$ cat src/rtl/vdma_frame_addr_gen_if.sv
// Burst address channel from the VDMA frame address generator toward the AXI address stage.
// A transfer happens on each rising edge where addr_valid and addr_ready are both high; once raised, addr_valid, out_addr and addr_is_tail hold until that transfer, an abort or a reset.
interface vdma_frame_addr_gen_if #(
    parameter int ASIZE = 29
);
    logic [ASIZE-1:0] out_addr;
    logic             addr_valid;
    logic             addr_ready;
    logic             addr_is_tail;

    modport master (output out_addr, output addr_valid, output addr_is_tail, input addr_ready);
    modport slave  (input out_addr, input addr_valid, input addr_is_tail, output addr_ready);
endinterface

$ cat src/rtl/vdma_frame_addr_gen.sv
// Walks a ring of frame buffers and issues one burst address per handshake:
// full bursts and an optional tail burst per line, lines advanced by a line stride.
module vdma_frame_addr_gen #(
    parameter int          ASIZE          = 29,
    parameter int unsigned BURST_MAP_ADDR = 12800,
    parameter int          NFRAMES        = 3,
    parameter int          FSIZE          = 2,
    parameter int          LSIZE          = 12,
    parameter int          BSIZE          = 8
) (
    input  logic                  clock,
    input  logic                  rst_n,
    input  logic                  frame_start,
    input  logic                  abort,
    input  logic [ASIZE-1:0]      frame_base,
    input  logic [ASIZE-1:0]      frame_stride,
    input  logic [ASIZE-1:0]      line_stride,
    input  logic [BSIZE-1:0]      bursts_per_line,
    input  logic                  tail_en,
    input  logic [LSIZE-1:0]      lines_per_frame,
    vdma_frame_addr_gen_if.master addr_if,
    output logic [FSIZE-1:0]      frame_idx,
    output logic                  busy,
    output logic                  frame_done,
    output logic                  frame_drop,
    output logic [1:0]            dbg_state
);

    typedef enum logic [1:0] {
        IDLE  = 2'd0,
        ISSUE = 2'd1,
        FDONE = 2'd2
    } state_t;

    state_t           state;
    logic [ASIZE-1:0] frame_ptr;
    logic [ASIZE-1:0] line_base;
    logic [ASIZE-1:0] cfg_frame_base;
    logic [ASIZE-1:0] cfg_frame_stride;
    logic [ASIZE-1:0] cfg_line_stride;
    logic [BSIZE-1:0] cfg_bursts;
    logic             cfg_tail_en;
    logic [LSIZE-1:0] cfg_lines;
    logic [BSIZE-1:0] burst_cnt;
    logic [LSIZE-1:0] line_cnt;

    logic [ASIZE-1:0] start_ptr;
    logic             empty_cfg;
    logic             handshake;
    logic             last_full;
    logic             last_line;

    // Slot 0 always restarts from the live frame_base; other slots use the accumulated pointer.
    assign start_ptr = (frame_idx == '0) ? frame_base : frame_ptr;
    assign empty_cfg = (lines_per_frame == '0) || ((bursts_per_line == '0) && !tail_en);
    assign handshake = addr_if.addr_valid && addr_if.addr_ready;
    assign last_full = (burst_cnt == cfg_bursts - BSIZE'(1));
    assign last_line = (line_cnt == cfg_lines - LSIZE'(1));
    assign dbg_state = state;

    always_ff @(posedge clock or negedge rst_n) begin
        if (!rst_n) begin
            state                <= IDLE;
            addr_if.out_addr     <= '0;
            addr_if.addr_valid   <= 1'b0;
            addr_if.addr_is_tail <= 1'b0;
            frame_idx            <= '0;
            busy                 <= 1'b0;
            frame_done           <= 1'b0;
            frame_drop           <= 1'b0;
            frame_ptr            <= '0;
            line_base            <= '0;
            cfg_frame_base       <= '0;
            cfg_frame_stride     <= '0;
            cfg_line_stride      <= '0;
            cfg_bursts           <= '0;
            cfg_tail_en          <= 1'b0;
            cfg_lines            <= '0;
            burst_cnt            <= '0;
            line_cnt             <= '0;
        end else begin
            frame_done <= 1'b0;
            frame_drop <= 1'b0;
            if (abort) begin
                // Slot and pointer are left alone so the aborted slot is reused.
                state                <= IDLE;
                addr_if.addr_valid   <= 1'b0;
                addr_if.addr_is_tail <= 1'b0;
                busy                 <= 1'b0;
            end else begin
                case (state)
                    IDLE: begin
                        if (frame_start) begin
                            cfg_frame_base       <= frame_base;
                            cfg_frame_stride     <= frame_stride;
                            cfg_line_stride      <= line_stride;
                            cfg_bursts           <= bursts_per_line;
                            cfg_tail_en          <= tail_en;
                            cfg_lines            <= lines_per_frame;
                            frame_ptr            <= start_ptr;
                            line_base            <= start_ptr;
                            addr_if.out_addr     <= start_ptr;
                            addr_if.addr_is_tail <= (bursts_per_line == '0);
                            burst_cnt            <= '0;
                            line_cnt             <= '0;
                            if (empty_cfg) begin
                                state <= FDONE;
                            end else begin
                                state              <= ISSUE;
                                busy               <= 1'b1;
                                addr_if.addr_valid <= 1'b1;
                            end
                        end
                    end
                    ISSUE: begin
                        frame_drop <= frame_start;
                        if (handshake) begin
                            if (!addr_if.addr_is_tail && !last_full) begin
                                addr_if.out_addr <= addr_if.out_addr + ASIZE'(BURST_MAP_ADDR);
                                burst_cnt        <= burst_cnt + BSIZE'(1);
                            end else if (!addr_if.addr_is_tail && cfg_tail_en) begin
                                // Tail sits one burst past the last full burst: no multiply needed.
                                addr_if.out_addr     <= addr_if.out_addr + ASIZE'(BURST_MAP_ADDR);
                                addr_if.addr_is_tail <= 1'b1;
                            end else if (last_line) begin
                                addr_if.addr_valid   <= 1'b0;
                                addr_if.addr_is_tail <= 1'b0;
                                state                <= FDONE;
                            end else begin
                                line_base            <= line_base + cfg_line_stride;
                                addr_if.out_addr     <= line_base + cfg_line_stride;
                                addr_if.addr_is_tail <= (cfg_bursts == '0);
                                burst_cnt            <= '0;
                                line_cnt             <= line_cnt + LSIZE'(1);
                            end
                        end
                    end
                    FDONE: begin
                        frame_drop <= frame_start;
                        frame_done <= 1'b1;
                        busy       <= 1'b0;
                        state      <= IDLE;
                        if (frame_idx == FSIZE'(NFRAMES - 1)) begin
                            frame_idx <= '0;
                            frame_ptr <= cfg_frame_base;
                        end else begin
                            frame_idx <= frame_idx + FSIZE'(1);
                            frame_ptr <= frame_ptr + cfg_frame_stride;
                        end
                    end
                    default: state <= IDLE;
                endcase
            end
        end
    end

endmodule

$ cat src/flat_wrapper.sv
// flat-port wrapper written by rule: the top's interface ports become plain ports
module vdma_frame_addr_gen_flat 
#(
    parameter int          ASIZE          = 29,
    parameter int unsigned BURST_MAP_ADDR = 12800,
    parameter int          NFRAMES        = 3,
    parameter int          FSIZE          = 2,
    parameter int          LSIZE          = 12,
    parameter int          BSIZE          = 8
)
  (clock, rst_n, frame_start, abort, frame_base, frame_stride, line_stride, bursts_per_line, tail_en, lines_per_frame, frame_idx, busy, frame_done, frame_drop, dbg_state, addr_if_out_addr, addr_if_addr_valid, addr_if_addr_is_tail, addr_if_addr_ready);
  vdma_frame_addr_gen_if #(.ASIZE(ASIZE)) addr_if_i ();
  input  logic clock;
  input  logic rst_n;
  input  logic frame_start;
  input  logic abort;
  input  logic [ASIZE-1:0] frame_base;
  input  logic [ASIZE-1:0] frame_stride;
  input  logic [ASIZE-1:0] line_stride;
  input  logic [BSIZE-1:0] bursts_per_line;
  input  logic tail_en;
  input  logic [LSIZE-1:0] lines_per_frame;
  output logic [FSIZE-1:0] frame_idx;
  output logic busy;
  output logic frame_done;
  output logic frame_drop;
  output logic [1:0] dbg_state;
  output wire logic [$bits(addr_if_i.out_addr)-1:0] addr_if_out_addr;
  output wire logic [$bits(addr_if_i.addr_valid)-1:0] addr_if_addr_valid;
  output wire logic [$bits(addr_if_i.addr_is_tail)-1:0] addr_if_addr_is_tail;
  input wire logic [$bits(addr_if_i.addr_ready)-1:0] addr_if_addr_ready;
  assign addr_if_out_addr = addr_if_i.out_addr;
  assign addr_if_addr_valid = addr_if_i.addr_valid;
  assign addr_if_addr_is_tail = addr_if_i.addr_is_tail;
  assign addr_if_i.addr_ready = addr_if_addr_ready;
  vdma_frame_addr_gen #(.ASIZE(ASIZE), .BURST_MAP_ADDR(BURST_MAP_ADDR), .NFRAMES(NFRAMES), .FSIZE(FSIZE), .LSIZE(LSIZE), .BSIZE(BSIZE)) u_core (.clock(clock), .rst_n(rst_n), .frame_start(frame_start), .abort(abort), .frame_base(frame_base), .frame_stride(frame_stride), .line_stride(line_stride), .bursts_per_line(bursts_per_line), .tail_en(tail_en), .lines_per_frame(lines_per_frame), .addr_if(addr_if_i), .frame_idx(frame_idx), .busy(busy), .frame_done(frame_done), .frame_drop(frame_drop), .dbg_state(dbg_state));
endmodule
$ cat config.mk
export PLATFORM = sky130hd
export DESIGN_NAME = vdma_frame_addr_gen_flat
export DESIGN_NICKNAME = d
export VERILOG_FILES = /design/src/rtl/vdma_frame_addr_gen_if.sv /design/src/rtl/vdma_frame_addr_gen.sv /design/src/flat_wrapper.sv
export SDC_FILE = /design/constraint.sdc
export NUM_CORES = 1
export LEC_CHECK = 0
export CORE_MARGIN = 1.5
export CORE_UTILIZATION = 58
export DETAILED_ROUTE_END_ITERATION = 7
export GPL_ROUTABILITY_DRIVEN = 0
export HOLD_SLACK_MARGIN = 0.1
export MAX_ROUTING_LAYER = met4
export PLACE_DENSITY = 0.81
export SETUP_SLACK_MARGIN = 0.05
export SLEW_MARGIN = 20
export SYNTH_ARGS = -nofsm -noshare
export SYNTH_HDL_FRONTEND = slang
export SYNTH_SLANG_ARGS = --single-unit
$ cat constraint.sdc
create_clock -name clock -period 3.6 [get_ports clock]
set_input_delay 0.54 -clock clock [delete_from_list [all_inputs] [get_ports clock]]
set_output_delay 0.54 -clock clock [all_outputs]
set_load 0.01 [all_outputs]
==> metrics list, run 1 <==
- Leaving out fill and tap cells, the most frequent cell in the layout is sky130_fd_sc_hd__dfrtp_1.
- 0 antenna diodes ended up in the layout.
- Number of port buffers: 150
- After synthesis the netlist holds a flip-flop and latch count of 224.
* Synthesized cell area: 14200 um^2
* DRC violation count after routing: 0
- Launching element of the worst setup path: u_core.cfg_lines[2]$_DFFE_PN0P_
- Inserted Clock Buffers: 25
* RSZ-0062 raised after global routing: no
- By area the synthesized netlist is led by sky130_fd_sc_hd__dfrtp_1, sky130_fd_sc_hd__mux2_2, sky130_fd_sc_hd__ha_1.
- The number of buffers and inverters on the critical path is 2.
* H-tree levels: 1
* Count of vias placed by the detailed router: 12800
- Clock latency on the worst-skew pair, taken at its later pin, is 540 ps.
* Clock tree from TritonCTS: built
- Data on the critical path arrives at its endpoint at 3780 ps.
- The final layout contains 1852 nets.
* Critical register-to-register path startpoint: u_core.cfg_lines[2]$_DFFE_PN0P_
* Share of synthesized flip-flops with an asynchronous set or reset: 1.00
* Maximum number of pins on one net before global-route repair: 98
* Family with the most delay on the worst path: compound AO/OA/AOI/OAI gates
- Once placement completed, the tool counted placed cells totaling 1967.
* Post-Place Setup Slack: 210 ps
- The finished layout holds 2015 standard cells, fillers aside.
- Across all setup checks in the final design, the least slack found is 225 ps.
- Fin. Hold Viols: 0
- Floorplan die width: 159 um
- Overall die area: 25400 um^2
- The endpoint identified for the worst register-to-register timing path is u_core.addr_if.out_addr[26]$_DFFE_PN0P_.
- Along the worst hold path, the cell count comes to 1.
- Ports: 151
* Worst path slowest cell: sky130_fd_sc_hd__o31ai_1
- Counting every instance in the synthesized netlist gives 1533.
- At the pin with the least slew margin, the transition time is 812 ps.
* Crit. End Element: register
- For this run, the number of Yosys warnings is 0.
- Clock edge transition at the registers on the reported setup and hold paths: 60 ps
* Synthesized net count: 1712
* Max Root-Sink Buffers: 3
- The min-delay analysis places its worst path in the category reg -> reg.
* Area share of the largest cell type after synthesis: 0.395
- The worst register-to-register path has a depth of 11.
* Endpoint required time on the critical path: 4010 ps
- The final layout contains routed wiring with a total length of 39.5 mm.
* Overflow after GRT: 0
- Number of unique standard cell types used by synthesis: 84
- In the final timing run, aggregate negative setup slack is 0 ps.
- Setup violations remaining at the end of the flow were counted as 0.
- Worst hold slack across all endpoints: 480 ps
- Via count of the first global-routing pass: 12500
- Clk sink count: 224
- Leakage: 7.36 nW
- Of the cells placed in the final design, the portion with a size suffix greater than 1 is 0.121.
- The number of antenna violations at the first check in global routing came to 0.
* Maximum clock rate: 0.296 GHz
* Number of gates resized after cts: 0
- After detailed routing, the number of vias per cell comes to 6.37.
* Flip-flop cell with the highest count after synthesis: sky130_fd_sc_hd__dfrtp_1
- Hold Crit Start: u_core.addr_if.out_addr[6]$_DFFE_PN0P_
- Core region area: 24200 um^2
- In the layout the commonest cells are sky130_fd_sc_hd__dfrtp_1, sky130_fd_sc_hd__nand2_1, sky130_fd_sc_hd__clkdlybuf4s50_1.
- Yosys mapped a number of flops with a built-in enable equal to 0.
* Average wire length per cell after detail routing: 19.6 um
- DRT iter0 DRCs: 1293
- The floorplan has 57 rows.
- Average cell area after synthesis: 9.25 um^2
- The worst pin sits at a relative slew slack of 0.454.
- CTS root buffer: sky130_fd_sc_hd__clkbuf_16
- The floorplan step set the die height to 159 um.
- Layout overhead on the synthesized area: 19.5%
- Across every metal layer, demand over resource in global routing totals 0.322.
- STA classifies the critical path startpoint as a register.
- WHS Endpoint: u_core.addr_if.out_addr[6]$_DFFE_PN0P_
- Critical path type: reg -> reg
- Final period utilization: 0.938
- First-pass GRT wire length: 64.3 mm
- Post-synth top area cell: sky130_fd_sc_hd__dfrtp_1
* ANT nets after route: 0
- VDD sags by at most 0.000702 V.
- Power Density: 1050 nW/um^2
- The final max-slew violation count came to 0.
- For this configuration, the core starts out at a cell density of 0.586.
- The first detailed-routing pass took 6 iterations.
- Setup slack, reg-to-reg: 220 ps
* Sequential share of the synthesized area: 0.395
- Max Cap Viol: 0
* Maximum fanout count along the critical path: 11
- The critical path goes through nor3_2 -> nand2_1 -> nor4_1 -> a31oi_1 -> o31ai_1 -> a21oi_2 -> a21o_1 -> buf_4 -> buf_4 -> nand3_1 -> o211ai_1.
* Crit-path max cell delay: 690 ps
- For the final database, setup skew stands at 9.51 ps.
* Dominant cell type by count on the critical path: sky130_fd_sc_hd__buf_4
* Estimated wirelength of the detail-placed design: 28.8 mm
- The run finished with clean final reports.
* Minimum clock period: 3380 ps
==> repair_timing <==
item / in CTS / in global routing
endpoints found under the hold margin: 94 / 0
setup buffers: 0 / 1
setup endpoints to repair: 0 / 27
hold buffers: 1 / 0
==> per-stage QoR <==
stage,util,cell area [um^2],power (mW)
2_1_floorplan,-,14200,11.9
3_3_place_gp,0.665,16100,14.6
3_5_place_dp,0.665,16100,14.9
4_1_cts,0.699,16900,17.6
5_1_grt,0.700,16900,19.1
6_report,0.700,16900,17.8
==> layout make-up <==
class / instances / area (um^2)
clock buffer: 38 / 724
clock inverter: 7 / 92.6
fill: 1783 / 7240
inverter: 48 / 180
multi-input combinational: 1192 / 8100
sequential: 224 / 5610
tap: 324 / 405
timing repair buffer: 182 / 1820
==> state kept, by name (all words and copies together), names as in the netlist, 2 cells and up <==
name,count
u_core.cfg_line_stride,29
u_core.cfg_lines,12
u_core.cfg_frame_base,29
u_core.frame_ptr,29
u_core.line_cnt,12
u_core.line_base,29
u_core.frame_idx,2
u_core.cfg_bursts,8
u_core.dbg_state,2
u_core.cfg_frame_stride,29
u_core.addr_if.out_addr,29
u_core.burst_cnt,8
==> cells in the mapped netlist (9+ instances only) <==
| library cell | count |
|---|---|
| sky130_fd_sc_hd__nor2_1 | 105 |
| sky130_fd_sc_hd__a21o_1 | 37 |
| sky130_fd_sc_hd__ha_1 | 64 |
| sky130_fd_sc_hd__nand4_1 | 9 |
| sky130_fd_sc_hd__o21ai_0 | 84 |
| sky130_fd_sc_hd__dfrtp_1 | 224 |
| sky130_fd_sc_hd__inv_1 | 48 |
| sky130_fd_sc_hd__a31oi_1 | 21 |
| sky130_fd_sc_hd__o22ai_1 | 9 |
| sky130_fd_sc_hd__mux2i_1 | 13 |
| sky130_fd_sc_hd__o211ai_1 | 16 |
| sky130_fd_sc_hd__nor4_1 | 9 |
| sky130_fd_sc_hd__and2_1 | 18 |
| sky130_fd_sc_hd__and3_1 | 13 |
| sky130_fd_sc_hd__clkbuf_1 | 49 |
| sky130_fd_sc_hd__a211oi_1 | 23 |
| sky130_fd_sc_hd__a22oi_1 | 10 |
| sky130_fd_sc_hd__a21oi_1 | 136 |
| sky130_fd_sc_hd__nand3_1 | 33 |
| sky130_fd_sc_hd__mux2_2 | 113 |
| sky130_fd_sc_hd__nand2b_1 | 15 |
| sky130_fd_sc_hd__nand2_1 | 178 |
| sky130_fd_sc_hd__or3_1 | 12 |
| sky130_fd_sc_hd__nor3_1 | 29 |
| sky130_fd_sc_hd__nor2b_1 | 15 |
| sky130_fd_sc_hd__xnor2_1 | 42 |
| sky130_fd_sc_hd__xor2_1 | 33 |
| sky130_fd_sc_hd__o21a_1 | 11 |
| sky130_fd_sc_hd__o31ai_1 | 14 |
==> report_power, final <==
group | switching (mW) | internal, mW | total (mW)
logic | 5.96 | 4.51 | 10.5
clock network | 1.05 | 1.53 | 2.58
registers | 1.12 | 3.67 | 4.79
==> worst max-delay path by stage <==
stage / to / cells after the start / slack [ps]
floorplan: u_core.line_base[28]$_DFFE_PN0P_ / 12 / 720
global placement: u_core.addr_if.out_addr[1]$_DFFE_PN0P_ / 12 / 370
detailed placement: u_core.line_base[1]$_DFFE_PN0P_ / 12 / 210
CTS: u_core.line_base[1]$_DFFE_PN0P_ / 12 / 180
global route: u_core.addr_if.out_addr[26]$_DFFE_PN0P_ / 11 / 60
finish: u_core.addr_if.out_addr[26]$_DFFE_PN0P_ / 11 / 220
==> routing by layer <==
layer / share of wire / wire [um] / GRT usage / vias to the layer above
li1: - / - / - / 5884
met1: 0.41 / 16100 / 0.410 / 6194
met2: 0.46 / 18000 / 0.500 / 616
met3: 0.079 / 3140 / 0.0464 / 145
met4: 0.058 / 2280 / 0.169 / 0
met5: 0 / 0 / - / -
==> logic make-up (layout without fill, tap and decap cells) <==
logic type | count (synthesis) | after routing | share of synthesized area
flip-flops | 224 | 224 | 0.395
AO/OA/AOI/OAI | 442 | 442 | 0.199
adder cells (fa/ha/maj) | 66 | 66 | 0.0593
multiplexers | 126 | 126 | 0.0989
XOR/XNOR | 75 | 75 | 0.0463
AND/OR/NAND/NOR | 482 | 483 | 0.165
buffers and inverters | 118 | 275 | 0.0359
Power figures use the tool's default switching activity.
==> run 2, diff against run 1 <==
--- a/config.mk
+++ b/config.mk
@@ -5,7 +5,6 @@
 export SDC_FILE = /design/constraint.sdc
 export NUM_CORES = 1
 export LEC_CHECK = 0
-export CORE_MARGIN = 1.5
 export CORE_UTILIZATION = 58
 export DETAILED_ROUTE_END_ITERATION = 7
 export GPL_ROUTABILITY_DRIVEN = 0
==> run 2 against run 1 <==
  * Sequential cell count unchanged
  * Cell count decreased by 0.35%
  * First-iteration DRC count decreased by 14%
  * Hold slack improved by 11 ps
  * Power decreased by 0.59%
==> metrics list, run 2 (synthesis results as in run 1) <==
- Final period utilization: 0.936 (-0.00206)
- H-tree levels: 1 (unchanged)
- The number of nets in the layout was 1852 (unchanged).
* RSZ-0062 raised after global routing: no
- Maximum number of pins on one net before global-route repair: 76 (-22%)
- Fin. Hold Viols: 0 (unchanged)
* Final Skew: 10.4 ps (+0.889 ps)
- The final antenna-violating net count was 0 (unchanged).
- Critical path type: reg -> reg
* Maximum clock rate: 0.297 GHz (+0.22%)
- The number of antenna violations at the first check in global routing is 0 (unchanged).
* Ports: 151 (unchanged)
- The peak supply drop is 0.000650 V (-7.4%).
* Placement Rows: 56 (-1.8%)
* Ratio of routed vias to standard cells: 6.28 (-1.4%)
- TritonCTS built the clock tree.
- Worst relative slew slack: 0.453 (-0.000582)
- The slew at the pin with the worst max-slew slack was 815 ps (+2.90 ps).
- The worst setup path is captured at a register.
- Via count of the first global-routing pass: 12300 (-1.8%)
- Pins Over Slew Limit: 0 (unchanged)
- Hold Crit Start: u_core.addr_if.out_addr[4]$_DFFE_PN0P_
- DRT iter0 DRCs: 1111 (-14%)
- The top cell types in the final layout, fill and taps aside, are sky130_fd_sc_hd__dfrtp_1, sky130_fd_sc_hd__nand2_1, sky130_fd_sc_hd__clkdlybuf4s50_1.
- Startpoint type of the worst setup path: register
- Post-Place Setup Slack: 200 ps (-9.96 ps)
- The overall routing resource usage was 0.331 (+0.00914).
* Critical register-to-register path startpoint: u_core.cfg_lines[0]$_DFFE_PN0P_
- The power density over cell area is 1050 nW/um^2 (-0.32%).
- The share of post-route cells with drive strength above 1 came to 0.124 (+0.00370).
- The average wire per cell in the routed design was 19.8 um (+0.72%).
- Floorplan die width: 158 um (-0.63%)
- Slack of the critical path: 232 ps (+7.40 ps)
* Initial cell density of the core: 0.597 (+0.0105)
- The minimum period implied by the final worst setup slack is 3370 ps (-7.40 ps).
* Post-CTS setup repair buffer count: 0 (unchanged)
- The insertion delay of the later-clocked pin in the worst-skew pair is 530 ps (about the same).
- DRC violation count after routing: 0 (unchanged)
- Leakage: 7.36 nW (about the same)
- The placeable core region is 23800 um^2 (-1.8%).
- The die area is 25100 um^2 (-1.3%).
- The root buffer cell chosen for the clock tree is sky130_fd_sc_hd__clkbuf_16.
- The number of fillers in the final layout came to 1793 (+0.56%).
- The antenna diode instance count is 0 (unchanged).
- The worst path required time came to 4070 ps (+60 ps).
* Max Cap Viol: 0 (unchanged)
- The half-perimeter wire length of the detailed placement result came to 29.1 mm (+1.0%).
- Final-report setup violation count: 0 (unchanged)
- Clock edge transition at the registers on the reported setup and hold paths: 60 ps (about the same)
- The overall die height came to 158 um (-0.63%).
- Clk sink count: 224 (unchanged)
- The maximum clock path buffer count is 3 (unchanged).
- The number of port buffers is 150 (unchanged).
- The aggregate negative setup slack was 0 ps (unchanged).
- The flow ran to the end, and the final reports show no timing, DRC or antenna violations.
- The min-delay analysis places its worst path in the category reg -> reg.
- Leaving out fill and tap cells, the most frequent cell in the layout is sky130_fd_sc_hd__dfrtp_1.
- Critical path arrival: 3840 ps (+60 ps)
- The overflow left after global routing came to 0 (unchanged).
- Launching element of the worst setup path: u_core.cfg_lines[0]$_DFFE_PN0P_
* Inserted Clock Buffers: 25 (unchanged)
- The wire length of the first global-routing pass was 62.9 mm (-2.2%).
* Layout overhead on the synthesized area: 19.1%
- Maximum fanout count along the critical path: 11 (unchanged)
- The aggregate routed wire length came to 39.7 mm (+0.37%).
- Number of detailed-routing iterations run before antenna repair: 6 (unchanged)
- Count of vias placed by the detailed router: 12600 (-1.8%)
## run 2: cell count changes in the layout (fill, tap and decap cells not counted), sizes merged
cell      before  now
clkinvlp       0    1
clkbuf        38   30
nor4b          4    3
inv           50   48
clkinv         3   10
buf           32   33
## run 2: critical path, stage by stage, from the launching register on
cell and delay, ps:
sky130_fd_sc_hd__dfrtp_1 440, sky130_fd_sc_hd__inv_1 80, sky130_fd_sc_hd__ha_1 250, sky130_fd_sc_hd__nor4b_4 460
sky130_fd_sc_hd__and4bb_1 280, sky130_fd_sc_hd__a211oi_1 50, sky130_fd_sc_hd__o311a_1 330, sky130_fd_sc_hd__nor4_4 280
sky130_fd_sc_hd__a21oi_2 160, sky130_fd_sc_hd__a21o_2 370, sky130_fd_sc_hd__or4_1 520, sky130_fd_sc_hd__nand2_1 70
## run 2: final cells by class
cell class	instances	area (um^2)	share of cell area
timing repair buffer	183	1820	0.108
inverter	48	180	0.0107
tap	319	399	0.0236
sequential	224	5610	0.332
clock inverter	13	118	0.00696
clock buffer	30	674	0.0399
multi-input combinational	1191	8090	0.479
## run 2: through the flow
stage | hold slack (ps) | power (mW) | util | cell area (um^2) | instances
floorplan | 244 | 11.9 | - | 14200 | 1533
global placement | 465 | 14.6 | 0.677 | 16100 | 1964
detailed placement | 477 | 14.9 | 0.677 | 16100 | 1964
CTS | 490 | 17.6 | 0.711 | 16900 | 2008
global route | 507 | 19.0 | 0.711 | 16900 | 2008
finish | 491 | 17.7 | 0.711 | 16900 | 2008
## run 2: timing repair
item	CTS	global route
hold endpoints to repair	72	0
gates resized for setup	0	2
endpoints found under the setup margin	0	7
hold buffers	1	0
## run 2: worst paths after layout
kind | cells past startpoint | endpoint | slack, ps
max in group asynchronous | 3 | u_core.cfg_line_stride[7]$_DFFE_PN0P_ | 1960
hold reg to reg | 1 | u_core.addr_if.out_addr[4]$_DFFE_PN0P_ | 490
setup / recovery | 11 | u_core.burst_cnt[4]$_DFFE_PN0P_ | 230
setup reg to reg | 11 | u_core.burst_cnt[4]$_DFFE_PN0P_ | 230
hold / removal | 1 | u_core.addr_if.out_addr[4]$_DFFE_PN0P_ | 490
min in group asynchronous | 2 | u_core.cfg_lines[3]$_DFFE_PN0P_ | 600
## run 2: layer usage
metal  vias to the layer above  share of wire  track usage  routed length (um)
met2                       587           0.46        0.515               18300
met1                      6031           0.40        0.417               15900
met5                         -              0            -                   0
li1                       5867              -            -                   -
met3                       128          0.081       0.0512                3200
met4                         0          0.058        0.175                2310
## run 2: power by group
part / switching [mW] / internal [mW]
clock network: 1.03 / 1.47
registers: 1.09 / 3.67
logic: 5.97 / 4.51
total: 8.09 / 9.64
